<file path="src/rtl/fifo_pkg.sv">
// Shared definitions for the FIFO-side stream adapters (read-side packer,
// write-side unpacker): a constant-safe clog2 and default stream widths.
package fifo_pkg;

   // Default beat width of the dual-FIFO path.
   localparam int FIFO_DSIZE = 8;
   // Default number of beats per packed stream word.
   localparam int PACK_WORDS = 4;

   // Ceiling log2, usable in parameter and localparam expressions.
   function automatic int clog2(input int value);
      int r;
      r = 0;
      for (int i = 0; i < 32; i++) begin
         if ((1 << r) < value) begin
            r = r + 1;
         end
      end
      return r;
   endfunction

endpackage

</file>
<file path="src/rtl/packer_out_reg.sv">
// Valid/ready holding register for a packed stream word plus its keep mask.
// A load always wins and sets valid. Without a load, a handshake clears
// valid. Data and keep are held after the handshake and are not cleared.
module packer_out_reg #(
   parameter int DW = 32,
   parameter int KW = 4
) (
   input  logic          clk,
   input  logic          srst,
   input  logic          load,
   input  logic [DW-1:0] load_data,
   input  logic [KW-1:0] load_keep,
   output logic          out_valid,
   input  logic          out_ready,
   output logic [DW-1:0] out_data,
   output logic [KW-1:0] out_keep
);

   logic          out_valid_q;
   logic [DW-1:0] out_data_q;
   logic [KW-1:0] out_keep_q;

   // Output word register: load takes priority, otherwise drop valid on handshake.
   always_ff @(posedge clk) begin
      if (srst) begin
         out_valid_q <= 1'b0;
         out_data_q  <= '0;
         out_keep_q  <= '0;
      end else if (load) begin
         out_valid_q <= 1'b1;
         out_data_q  <= load_data;
         out_keep_q  <= load_keep;
      end else if (out_ready) begin
         out_valid_q <= 1'b0;
      end
   end

   assign out_valid = out_valid_q;
   assign out_data  = out_data_q;
   assign out_keep  = out_keep_q;

endmodule

</file>
<file path="src/rtl/fifo_rd_word_packer.sv">
// Read-side word packer. It pops DSIZE-bit beats from a fall-through FIFO
// and packs WORDS beats into one output word. The first popped beat goes in
// the low bits. The accumulator and the output register give double
// buffering, so a steady stream packs one beat per cycle.
// Optional build macro PACKER_TIMEOUT_EN enables a partial-word flush after
// TIMEOUT idle cycles.
module fifo_rd_word_packer
   import fifo_pkg::*;
#(
   parameter int DSIZE   = FIFO_DSIZE,
   parameter int WORDS   = PACK_WORDS,
   parameter int TIMEOUT = 16
) (
   input  logic                   rclk,
   input  logic                   rrst,
   input  logic                   rempty,
   input  logic [DSIZE-1:0]       rdata,
   output logic                   rinc,
   output logic                   out_valid,
   input  logic                   out_ready,
   output logic [DSIZE*WORDS-1:0] out_data,
   output logic [WORDS-1:0]       out_keep,
   output logic                   busy
);

   localparam int            CW   = clog2(WORDS);
   localparam logic [CW-1:0] LAST = CW'(WORDS - 1);

   logic [CW-1:0]               count_q, count_d;
   logic [WORDS-2:0][DSIZE-1:0] acc_q, acc_d;
   logic                        acc_stall;
   logic                        pop;
   logic                        full_load;
   logic                        flush;
   logic                        load;
   logic [DSIZE*WORDS-1:0]      load_data;
   logic [WORDS-1:0]            load_keep;

   // The last beat of a word stays in the FIFO until the output register can take it.
   assign acc_stall = (count_q == LAST) && out_valid && !out_ready;
   assign rinc      = !rrst && !rempty && !acc_stall;
   assign pop       = rinc;
   assign full_load = pop && (count_q == LAST);

   // Each accumulator slot captures the head beat when the count points at it.
   // The final beat goes straight from rdata to the output register.
   for (genvar gi = 0; gi < WORDS - 1; gi++) begin : g_slot
      assign acc_d[gi] = (pop && (count_q == CW'(gi))) ? rdata : acc_q[gi];
   end

`ifdef PACKER_TIMEOUT_EN
   localparam int            IW        = clog2(TIMEOUT + 1);
   localparam logic [IW-1:0] IDLE_LAST = IW'(TIMEOUT - 1);

   logic [IW-1:0]               idle_q, idle_d;
   logic [WORDS-2:0][DSIZE-1:0] flush_acc;
   logic [WORDS-1:0]            flush_keep;

   // A pop in the same cycle wins over a flush, so no beat is stranded.
   assign flush = (count_q != '0) && !pop && (idle_q == IDLE_LAST) && (!out_valid || out_ready);

   // A partial word carries only the filled slots. Upper slots read as zero.
   for (genvar gi = 0; gi < WORDS - 1; gi++) begin : g_flush_slot
      assign flush_acc[gi] = (CW'(gi) < count_q) ? acc_q[gi] : '0;
   end
   for (genvar gi = 0; gi < WORDS; gi++) begin : g_flush_keep
      assign flush_keep[gi] = (CW'(gi) < count_q);
   end

   assign load      = full_load || flush;
   assign load_data = full_load ? {rdata, acc_q} : {{DSIZE{1'b0}}, flush_acc};
   assign load_keep = full_load ? {WORDS{1'b1}} : flush_keep;

   // Idle counter: runs only while a partial word waits with no pops. It saturates at the flush point.
   always_comb begin
      idle_d = idle_q;
      if (pop || (count_q == '0) || flush) begin
         idle_d = '0;
      end else if (idle_q != IDLE_LAST) begin
         idle_d = idle_q + 1'b1;
      end
   end

   // Idle counter register.
   always_ff @(posedge rclk) begin
      if (rrst) begin
         idle_q <= '0;
      end else begin
         idle_q <= idle_d;
      end
   end
`else
   logic timeout_unused;

   assign timeout_unused = (TIMEOUT > 0);
   assign flush          = 1'b0;
   assign load           = full_load;
   assign load_data      = {rdata, acc_q};
   assign load_keep      = {WORDS{1'b1}};
`endif

   // Beat count wraps explicitly at WORDS-1. It does not rely on a power-of-two overflow.
   always_comb begin
      count_d = count_q;
      if (flush) begin
         count_d = '0;
      end else if (pop) begin
         count_d = (count_q == LAST) ? '0 : count_q + 1'b1;
      end
   end

   // Accumulator and count registers. Reset discards any partial word.
   always_ff @(posedge rclk) begin
      if (rrst) begin
         count_q <= '0;
         acc_q   <= '0;
      end else begin
         count_q <= count_d;
         acc_q   <= acc_d;
      end
   end

   packer_out_reg #(
      .DW (DSIZE * WORDS),
      .KW (WORDS)
   ) u_out_reg (
      .clk       (rclk),
      .srst      (rrst),
      .load      (load),
      .load_data (load_data),
      .load_keep (load_keep),
      .out_valid (out_valid),
      .out_ready (out_ready),
      .out_data  (out_data),
      .out_keep  (out_keep)
   );

   assign busy = (count_q != '0) || out_valid;

endmodule

</file>
<file path="config.mk">
export PLATFORM = sky130hd
export DESIGN_NAME = fifo_rd_word_packer
export DESIGN_NICKNAME = d
export VERILOG_FILES = /design/src/rtl/fifo_pkg.sv /design/src/rtl/packer_out_reg.sv /design/src/rtl/fifo_rd_word_packer.sv
export SDC_FILE = /design/constraint.sdc
export NUM_CORES = 1
export LEC_CHECK = 0
export BUFFER_PORTS_ARGS = -buffer_cell sky130_fd_sc_hd__clkbuf_2
export CORE_MARGIN = 2
export CORE_UTILIZATION = 25
export DETAILED_ROUTE_END_ITERATION = 8
export SETUP_SLACK_MARGIN = 0.05
export SYNTH_ARGS = -nofsm -noshare
export SYNTH_HDL_FRONTEND = slang
export SYNTH_HIERARCHICAL = 1
export SYNTH_SLANG_ARGS = --single-unit
</file>
<file path="constraint.sdc">
create_clock -name rclk -period 1.75 [get_ports rclk]
set_input_delay 0.2625 -clock rclk [delete_from_list [all_inputs] [get_ports rclk]]
set_output_delay 0.2625 -clock rclk [all_outputs]
set_load 0.01 [all_outputs]
</file>
==> Word level (Yosys, flattened, before mapping) <==
Index checks and enable logic that the tools add are counted.
{ "word_totals": {"latchBits": 0, "in_bits": 12, "output_inout_bits": 39, "memories": 0, "romBits": 0, "mem_bits_rw": 0, "word_cells": 30, "register_bits": 60} }
{ "op_classes": {"reduce_logical": 16, "n_eq_ne": 3, "n_bitwise": 0, "n_addsub": 1, "div": 0, "n_lt_le_gt_ge": 0, "shifts": 0, "multipliers": 0, "mux": 3} }
{ "op_table": {"columns": ["operator", "count"], "rows": [
  ["$logic_and A1 B1 Y1", 8],
  ["$eq A2 B2 Y1 const B", 2],
  ["$logic_not A1 Y1", 4],
  ["$reduce_bool A2 Y1", 2],
  ["$add A2 B1 Y2 const B", 1],
  ["$eq A2 B1 Y1 const B", 1],
  ["$logic_not A2 Y1", 1],
  ["$mux W1", 2],
  ["$mux W2", 1],
  ["$logic_or A1 B1 Y1", 1]
]} }

==> Longest topological paths before layout <==
{ "logic_depth": {"depth_word": 7, "mapped_depth": 8, "mapped_depth_nobuf": 5} }

==> Modules after synthesis <==
Netlist, hierarchy kept.
{ "by_module_without_submodules": {"columns": ["module", "seq_area_each_um2", "area_per_inst_um2", "n_inst", "cells_per_inst"], "rows": [
  ["packer_out_reg", 740.7, 1341.3, 1, 120],
  ["fifo_rd_word_packer", 520.5, 1261.2, 1, 129]
]} }

==> Worst setup path before layout <==
OpenSTA, ideal clock, no wires.
{ "synth_path": {"path_kind": "register -> register", "start": "register count_q[0]", "end": "register u_out_reg.out_data_q[10] (netlist: u_out_reg/out_data[10])", "setup_time_ns": 0.128, "setup_slack_ns": -0.072, "period_less_slack_ns": 1.822, "arrival_time_ns": 1.694, "path_buffers": 3, "path_stages_with_launch": 9, "required_time_ns": 1.622, "cell_sequence": "dfxtp_1 -> ha_1 -> nand3b_2 -> clkbuf_1 -> and3_1 -> buf_6 -> buf_12 -> mux2i_1 -> nor2_1"} }
{ "synth_between": {"elab_chain_cells": 6} }
{ "synth_lines": {"columns": ["element", "line_no", "text"], "rows": [
  ["from (decl)", "fifo_rd_word_packer.sv:29", "logic [CW-1:0] count_q, count_d;"],
  ["from (signal assigned)", "fifo_rd_word_packer.sv:118", "count_q <= count_d;"],
  ["$eq A2 B2 Y1 (*)", "fifo_rd_word_packer.sv:40, fifo_rd_word_packer.sv:43", null],
  ["$logic_and A1 B1 Y1 (2 in a row)", "fifo_rd_word_packer.sv:40", "assign acc_stall = (count_q == LAST) && out_valid && !out_ready;"],
  ["$logic_not A1 Y1", "fifo_rd_word_packer.sv:41", "assign rinc = !rrst && !rempty && !acc_stall;"],
  ["$logic_and A1 B1 Y1", "fifo_rd_word_packer.sv:41", null],
  ["$logic_and A1 B1 Y1 (*)", "fifo_rd_word_packer.sv:43", "assign full_load = pop && (count_q == LAST);"],
  ["named net full_load", "fifo_rd_word_packer.sv:33", "logic full_load;"],
  ["to (signal assigned)", "packer_out_reg.sv:31", "out_data_q <= load_data;"],
  ["to (decl)", "packer_out_reg.sv:20", "logic [DW-1:0] out_data_q;"]
]} }
Mark *: on every way through the listed nets, which the timed path passes. The rest lies on a longest branch.
A chain may end at the register's enable or synchronous reset.

==> Worst setup path after layout <==
{ "layout_path": {"start": "register count_q[1]", "end": "output rinc"} }
{ "layout_between": {"elab_chain_cells": 5} }
{ "layout_lines": {"columns": ["element", "line_no", "text"], "rows": [
  ["$eq A2 B2 Y1", "fifo_rd_word_packer.sv:40", null],
  ["$logic_and A1 B1 Y1 (2 in a row)", "fifo_rd_word_packer.sv:40", null],
  ["$logic_not A1 Y1", "fifo_rd_word_packer.sv:41", null],
  ["$logic_and A1 B1 Y1", "fifo_rd_word_packer.sv:41", null],
  ["to (decl)", "fifo_rd_word_packer.sv:18", "output logic rinc,"]
]} }
No other way between the ends.

==> results.toml <==
[run_status]
run_status = "finished, final reports clean"

[global_routing]
antenna_found_initial = 0
grt_pass1_vias = 1905
grt_usage = 0.114
grt_pass1_wl_um = 9810
grt_max_degree = 33
grt_overflow = 0

[cts]
cts_buffer_depth = 2
clk_pin_slew_ns = 0.06
clock_sinks = 63
cts.htree.levels = 3
cts_tree = "done"
cts_hold_buffers = 0
clockRootBuffer = "clkbuf_8"
clock_latency_ns = 0.34
cts_buffers = 9

[sta]
hold_viol_final = 0
rsz0062_at_grt = "false"
drv_slew = 0
setup_tns_ns = 0
layout_min_cycle_time_ns = 1.62
fin_hold_ws_ns = 0.214
setup_viol = 0
setup_slack_ns = 0.129
fin_crit_sh = 0.927
skew_ns = 0.00822
fmax_ghz = 0.617

[pwr]
p_per_area_nw_per_um2 = 964
peakVddDrop_uv = 455
leakagePower_uw = 0.00128
p_total_uw = 3090

[synthesis]
synth_top_area_frac = 0.485
yosysWarnings = 6
synth_flop_cell = "dfxtp_1"
synthTopCellsByCount = "63 x dfxtp_1, 37 x nor2_1, 36 x mux2i_1, 26 x nand2b_1, 24 x a21oi_1"
synth.distinct_cells = 25
synth_edf_count = 0
synthArstFlopShare = 0
syn_area_um2 = 2600
synth_cells = 249
synth-seq-area-share = 0.485
synth.area.top_cells = "dfxtp_1 48%, mux2i_1 14%, nand2b_1 6.3%"
synth-seq-cells = 63
yosys.area.top_type = "dfxtp_1"
synth.most_common_cell = "dfxtp_1"
syn_area_per_cell_um2 = 10.5

[floorplanning]
fp.dieW_um = 106
io_pins = 51
initial_utilization = 0.254
coreArea_um2 = 10200
rows = 37
die_h_um = 106
die_area_um2 = 11200

[route]
finalWirelength_um = 5860
vias = 1907
vias_per_cell = 4.27
drtIter0Drc = 51
routedWlPerCell_um = 13.1
route.detailed.drc = 0
ant_nets = 0
dr.pass1.iters = 4

[min_path]
min_path_type = "input pin to flop"

[setup_path]
rrSetupSlack_ns = 0.19
cp_slowest_cell = "dfxtp_1"
critPathArrivalTime_ns = 1.36
path_delay_family = "flip-flops"
path_cells = "ha_2 > nand3b_2 > and2_4 > clkbuf_2"
cp-start-kind = "flop"
cp.buffers_inverters = 1
cp.required_ns = 1.49
cp-end-kind = "primary output"
path_class = "flop to primary output"
cp_max_fo = 4
cp_slowest_stage_delay_ns = 0.37

[placed_design]
gp_congestion = 0.761
port-buffer-count = 50
post-place-ws_ns = 0.155
dp_hpwl_um = 4170

[finish]
antenna_cells = 0
fin_nets = 323
area_growth_pct = 23.3
drive_gt1_frac = 0.338

[job]
maxCapViolations = 0
==> registers in the layout (all words and copies together), names as in the netlist <==
register / count
u_out_reg/out_valid: 1
acc_q: 24
count_q: 2
u_out_reg/out_keep: 4
u_out_reg/out_data: 32
==> per-stage QoR <==
stage	std cells	utilization	cell area [um^2]
6_report	447	0.314	3210
5_1_grt	447	0.314	3210
4_1_cts	447	0.313	3200
3_5_place_dp	431	0.292	2990
3_3_place_gp	431	0.292	2990
2_1_floorplan	252	-	2620
==> tightest hold or removal path: stages <==
cell and delay, ns:
clkbuf_2 0.08, nand2b_1 0.09, a21oi_1 0.06
==> cells by family (layout without fill, tap and decap cells) <==
logic type,count (synthesis),after routing,synth area share
DFF,63,63,0.485
and+or+nand+nor,72,72,0.149
AOI/OAI and AO/OA,51,51,0.140
muxes,36,36,0.138
buffers and inverters,22,81,0.0678
other,1,4,0.00144
adders and majority gates,4,4,0.0192
==> layer usage <==
layer,share of wire,routed length (um),vias to the layer above,track usage
met2,0.49,2890,47,0.188
met4,0.0097,57,0,0.0395
met3,0.050,292,5,0.0392
met5,0,0,-,0
met1,0.45,2620,882,0.137
li1,-,-,973,-
==> repair_timing <==
action,in CTS,in global routing
buffers inserted,1,0
endpoints found under the setup margin,1,2
resized for setup,0,2
pin swaps,0,0
==> cell usage in the layout, fill, tap and decap left out, types with 4 or more instances in the layout <==
master    count
conb_1        4
dfxtp_1      62
mux2i_1      36
a31o_2       16
buf_4        11
nor2_1       37
clkbuf_2     50
a31o_1        8
clkbuf_8     10
a21oi_1      24
nand2b_1     26
==> power by group <==
group	leakage, uW	switching [uW]	internal (uW)
registers	0.000510	26.2	1480
logic	0.000660	130	109
clock network	0.000109	522	828
==> path summary, 6_finish.rpt <==
kind                      startpoint                            endpoint  cells after the start
max          count_q[1]$_SDFFE_PP0P_                                rinc                      4
min                        out_ready    u_out_reg/out_valid$_SDFFE_PP0P_                      3
max reg2reg  count_q[0]$_SDFFE_PP0P_              acc_q[20]$_SDFFE_PP0P_                      6
min reg2reg    acc_q[6]$_SDFFE_PP0P_  u_out_reg/out_data[6]$_SDFFE_PP0P_                      2
==> final cells by class <==
type                       count  area (um^2)
clock buffer                  11          141
inverter                       3         11.3
multi-input combinational    167         1180
timing repair buffer          63          373
clock inverter                 4         70.1
sequential                    63         1260
tap                          136          170
fill                        1069         7020
(Power assumes the default switching activity.)
